<file path="src/rtl/cpu_controller.sv">
`default_nettype none
// +-----------------------------------------------------------------------------+
// | cpu_controller: fixed 8-phase sequencing controller for the 8-bit RISC CPU.  |
// | Optional single-step mode (step_i/stalled_o) enabled by CPU_CTRL_STEP_EN.    |
// | Rev 1.0                                                                      |
// +-----------------------------------------------------------------------------+
module cpu_controller #(
  parameter int OPCODE_W = 3,
  parameter int PHASE_W  = 3
) (
  input  logic                clk,
  input  logic                rst,
  input  logic [OPCODE_W-1:0] opcode_i,
  input  logic                zero_i,
`ifdef CPU_CTRL_STEP_EN
  input  logic                step_i,
  output logic                stalled_o,
`endif
  output logic [PHASE_W-1:0]  phase_o,
  output logic                sel_o,
  output logic                rd_o,
  output logic                ld_ir_o,
  output logic                inc_pc_o,
  output logic                ld_pc_o,
  output logic                ld_ac_o,
  output logic                wr_o,
  output logic                data_e_o,
  output logic                halt_o
);

  typedef enum logic [PHASE_W-1:0] {
    INST_ADDR  = 3'd0,
    INST_FETCH = 3'd1,
    INST_LOAD  = 3'd2,
    IDLE       = 3'd3,
    OP_ADDR    = 3'd4,
    OP_FETCH   = 3'd5,
    ALU_OP     = 3'd6,
    STORE      = 3'd7
  } phase_t;

  localparam logic [OPCODE_W-1:0] OP_HLT = 3'd0;
  localparam logic [OPCODE_W-1:0] OP_SKZ = 3'd1;
  localparam logic [OPCODE_W-1:0] OP_ADD = 3'd2;
  localparam logic [OPCODE_W-1:0] OP_AND = 3'd3;
  localparam logic [OPCODE_W-1:0] OP_XOR = 3'd4;
  localparam logic [OPCODE_W-1:0] OP_LDA = 3'd5;
  localparam logic [OPCODE_W-1:0] OP_STO = 3'd6;
  localparam logic [OPCODE_W-1:0] OP_JMP = 3'd7;

  phase_t phase_q, phase_d;
  logic   halt_q, halt_d;
  logic   hlt_now;
  logic   aluop;
`ifdef CPU_CTRL_STEP_EN
  logic   stalled_q, stalled_d;
`endif

  assign hlt_now = (phase_q == OP_ADDR) && (opcode_i == OP_HLT);
  assign aluop   = (opcode_i == OP_ADD) || (opcode_i == OP_AND) ||
                   (opcode_i == OP_XOR) || (opcode_i == OP_LDA);

  // Halt freezes the phase at OP_ADDR; only rst can leave it.
  always_comb begin
    phase_d = phase_q;
    halt_d  = halt_q;
`ifdef CPU_CTRL_STEP_EN
    stalled_d = stalled_q;
    if (halt_q || hlt_now) begin
      halt_d = 1'b1;
    end else if (stalled_q) begin
      if (step_i) begin
        stalled_d = 1'b0;
        phase_d   = INST_FETCH;
      end
    end else if (phase_q == STORE) begin
      phase_d   = INST_ADDR;
      stalled_d = 1'b1;
    end else begin
      phase_d = phase_t'(phase_q + 1'b1);
    end
`else
    if (halt_q || hlt_now) begin
      halt_d = 1'b1;
    end else begin
      phase_d = phase_t'(phase_q + 1'b1);
    end
`endif
  end

  always_ff @(posedge clk or posedge rst) begin
    if (rst) begin
      phase_q   <= INST_ADDR;
      halt_q    <= 1'b0;
`ifdef CPU_CTRL_STEP_EN
      stalled_q <= 1'b0;
`endif
    end else begin
      phase_q   <= phase_d;
      halt_q    <= halt_d;
`ifdef CPU_CTRL_STEP_EN
      stalled_q <= stalled_d;
`endif
    end
  end

  always_comb begin
    sel_o    = 1'b0;
    rd_o     = 1'b0;
    ld_ir_o  = 1'b0;
    inc_pc_o = 1'b0;
    ld_pc_o  = 1'b0;
    ld_ac_o  = 1'b0;
    wr_o     = 1'b0;
    data_e_o = 1'b0;
    case (phase_q)
      INST_ADDR:  sel_o = 1'b1;
      INST_FETCH: begin
        sel_o = 1'b1;
        rd_o  = 1'b1;
      end
      INST_LOAD, IDLE: begin
        sel_o   = 1'b1;
        rd_o    = 1'b1;
        ld_ir_o = 1'b1;
      end
      OP_ADDR:    inc_pc_o = !(halt_q || hlt_now);
      OP_FETCH:   rd_o = aluop;
      ALU_OP: begin
        rd_o     = aluop;
        inc_pc_o = (opcode_i == OP_SKZ) && zero_i;
        ld_pc_o  = (opcode_i == OP_JMP);
        data_e_o = (opcode_i == OP_STO);
      end
      STORE: begin
        rd_o     = aluop;
        ld_ac_o  = aluop;
        ld_pc_o  = (opcode_i == OP_JMP);
        data_e_o = (opcode_i == OP_STO);
        wr_o     = (opcode_i == OP_STO);
      end
      default: ;
    endcase
  end

  assign phase_o = phase_q;
  assign halt_o  = halt_q || hlt_now;
`ifdef CPU_CTRL_STEP_EN
  assign stalled_o = stalled_q;
`endif

endmodule
`default_nettype wire

</file>
<file path="config.mk">
export PLATFORM = sky130hd
export DESIGN_NAME = cpu_controller
export DESIGN_NICKNAME = d
export VERILOG_FILES = /design/src/rtl/cpu_controller.sv
export SDC_FILE = /design/constraint.sdc
export NUM_CORES = 1
export LEC_CHECK = 0
export ABC_AREA = 0
export CAP_MARGIN = 20
export CORE_AREA = 2 2 39 41
export DETAILED_ROUTE_END_ITERATION = 10
export DIE_AREA = 0 0 41 43
export PLACE_DENSITY = 0.63
export SETUP_SLACK_MARGIN = 0.4
export SLEW_MARGIN = 0
export SYNTH_ARGS = -nofsm -noshare
export SYNTH_HDL_FRONTEND = slang
export SYNTH_SLANG_ARGS = --single-unit
</file>
<file path="constraint.sdc">
create_clock -name clk -period 3.4 [get_ports clk]
set_clock_uncertainty 0.05 [all_clocks]
set_input_delay 0.51 -clock clk [delete_from_list [all_inputs] [get_ports clk]]
set_output_delay 0.51 -clock clk [all_outputs]
set_load 0.02 [all_outputs]
</file>
==> run_results.csv <==
group,metric,value,unit
timing,maxSlewHeadroom,78.9,%
finish,drive_gt1_share,9.84,%
global_route,grt_use_met1,12.6,%
critical_path,worst-endpoint-arrival,2.21,ns
power,power_frac_seq,19.8,%
timing,worstMarginPinSlew,0.312,ns
timing,hold_violations,0,
cts,root_buffer,"clkbuf_4",
synthesis,syn_avg_cell_area,9.06,µm²
synthesis,yosysWarnings,0,
finish,syn_to_final_growth,57.9,%
timing,finalSetupTns,0,ns
timing,finalCritPeriodShare,81.6,%
timing,period_needed,2.77,ns
cts,cts_buffers,3,
finish,nNetsFinal,75,
timing,fmax,360,MHz
critical_path,cp-end-kind,"output port",
critical_path,start_kind,"primary input",
routing,wirelength,784,µm
critical_path,r2r-end,"phase_o[1]",
global_route,grt_use_met3,2.09,%
cts,ctsLongestPathBuffers,2,
synthesis,syn_inst,41,
place,port_buffers,17,
place,post-place-ws,0.481,ns
floorplanning,die-area,1760,µm²
global_route,grt_max_degree,11,
power,p_leak,0.000273,µW
place,dpl.hpwl,647,µm
global_route,grt-ovfl-total,0,
synthesis,synth_cell_types,21,
synthesis,ys_ff_latch,4,
global_route,grt_use_total,11.2,%
critical_path,r2r-start,"phase_o[0]",
routing,drt_pass1_iterations,3,
power,peakVddDrop,417,µV
power,sw_frac_of_total,45.1,%
run_status,status,"finished, final reports clean",
timing,setup_violations,0,
global_route,grt_pass1_vias,336,
finish,layout_common_cells,"clkdlybuf4s50_1, inv_1, ha_1",
routing,drc,0,
floorplanning,rows,14,
finish,n_fill_cell,152,
routing,ant_nets,0,
power,combPwrFrac,70.0,%
critical_path,rrSetupSlack,1.69,ns
floorplanning,num_io_pins,18,
floorplanning,core-area,1380,µm²
timing,setup_slack,0.626,ns
critical_path,cp_max_fo,5,
cts,clk_pin_slew,0.04,ns
critical_path,rr_worst_depth,5,
synthesis,synth_area,372,µm²
cts,postCtsSetupBuffers,0,
global_route,antenna_found_initial,0,
global_route,grt_pass1_wl,1350,µm
timing,slew_violations,0,
power,p_per_area,982,nW/µm²
critical_path,worstSetupPathType,"in -> out",
floorplanning,die_w,41,µm
cts,htree_num_levels,1,
finish,multi_input_area,241,µm²
finish,ff_latch_area,100,µm²
critical_path,worst-endpoint-required,2.84,ns
worst_hold_path,hold_class,"in -> async",
synthesis,yosysSeqAreaShare,26.9,%
timing,rsz0062_at_grt,"false",
synthesis,syn-num-nets,53,
routing,initialDrtViolationCount,4,
finish,n_antenna_cell,0,
power,power.switching,260,µW
global_route,grt_busiest_layer,"met2",
floorplanning,die_y,43,µm
routing,viasPerCell,4.56,
power,clockPowerShare,10.2,%
place,place.gp.congestion,0.649,
power,power.internal,316,µW
finish,mostFrequentLayoutCell,"clkdlybuf4s50_1",
routing,via_count,351,
global_route,use_met2,17.5,%
cts,cts.sink_count,4,
flow_run,drv_cap,0,
floorplanning,initial_core_util,26.9,%
cts,clock_latency,0.24,ns
routing,wl_per_cell,10.2,µm
cts,cts_tree,"yes",
==> synthesized netlist by cell type <==
cell      number  area [µm²]
inv_1          8        30.0
ha_1           6        75.1
dfrtp_1        4         100
o21ai_0        3        15.0
nor2_1         2        7.51
nor3b_1        2        15.0
xnor2_1        2        17.5
a211oi_1       1        7.51
a21o_1         1        7.51
a21oi_1        1        5.00
a21oi_2        1        8.76
mux2_4         1        15.0
nand2_1        1        3.75
nand4_1        1        6.26
nor2b_1        1        6.26
nor3_1         1        5.00
nor4b_2        1        15.0
o21bai_1       1        7.51
o221ai_1       1        8.76
o311ai_0       1        8.76
or3_1          1        6.26
==> layout make-up <==
type                            count  share of cell area (%)
Timing Repair Buffer               17                    29.4
Inverter                            8                    5.12
Multi-Input combinational cell     29                    41.2
Sequential cell                     4                    17.1
Tap cell                           16                    3.41
Clock buffer                        3                    3.84
==> per-stage QoR <==
| stage | area [µm²] | util [%] | total power (µW) | hold slack (ns) | cells |
|---|---|---|---|---|---|
| finish | 587 | 42.4 | 576 | 0.402 | 77 |
| global route | 587 | 42.4 | 632 | 0.411 | 77 |
| CTS | 584 | 42.2 | 587 | 0.398 | 77 |
| detailed placement | 562 | 40.6 | 523 | 0.478 | 74 |
| global placement | 562 | 40.6 | 521 | 0.473 | 74 |
| floorplan | 372 | - | 351 | 0.226 | 41 |
==> timing repair <==
item,in CTS,in global routing
endpoints found under the setup margin,0,1
gates resized for setup,0,1
hold buffers,0,0
==> metal layers <==
| layer | vias up | share of wire (%) |
|---|---|---|
| li1 | 186 | - |
| met1 | 156 | 43 |
| met2 | 9 | 51 |
| met3 | 0 | 5.9 |
| met4 | 0 | 0 |
| met5 | - | 0 |
==> how the worst max path moves through the flow <==
stage,cells past startpoint,end,from
global route,5,halt_o,opcode_i[2]
global placement,5,inc_pc_o,opcode_i[0]
CTS,5,inc_pc_o,opcode_i[0]
detailed placement,5,inc_pc_o,opcode_i[0]
finish,5,halt_o,opcode_i[2]
floorplan,5,inc_pc_o,phase_o[0]
==> sequential cells by signal, indices dropped and copies added, names as in the netlist <==
| register | flops |
|---|---|
| halt_q | 1 |
| phase_o | 3 |
==> worst max-delay path, cell delays in order <==
cell,delay (ns)
clkdlybuf4s50_1,0.50
nor4b_2,0.38
a21oi_2,0.15
inv_1,0.08
clkdlybuf4s50_1,0.59
==> cells by family after synthesis <==
family	share of synthesized area, %
buffers and inverters	8.08
XOR/XNOR	4.71
adder cells (fa/ha/maj)	20.2
AO/OA/AOI/OAI	18.5
flip-flops	26.9
multiplexers	4.04
AND/OR/NAND/NOR	17.5
==> power groups by stage <==
stage	logic, µW	registers (µW)	clock network [µW]
finish	403	114	58.7
global route	441	122	69.3
CTS	409	116	62.3
detailed placement	407	116	0
global placement	404	117	0
floorplan	221	130	0
Power figures use the tool's default switching activity.
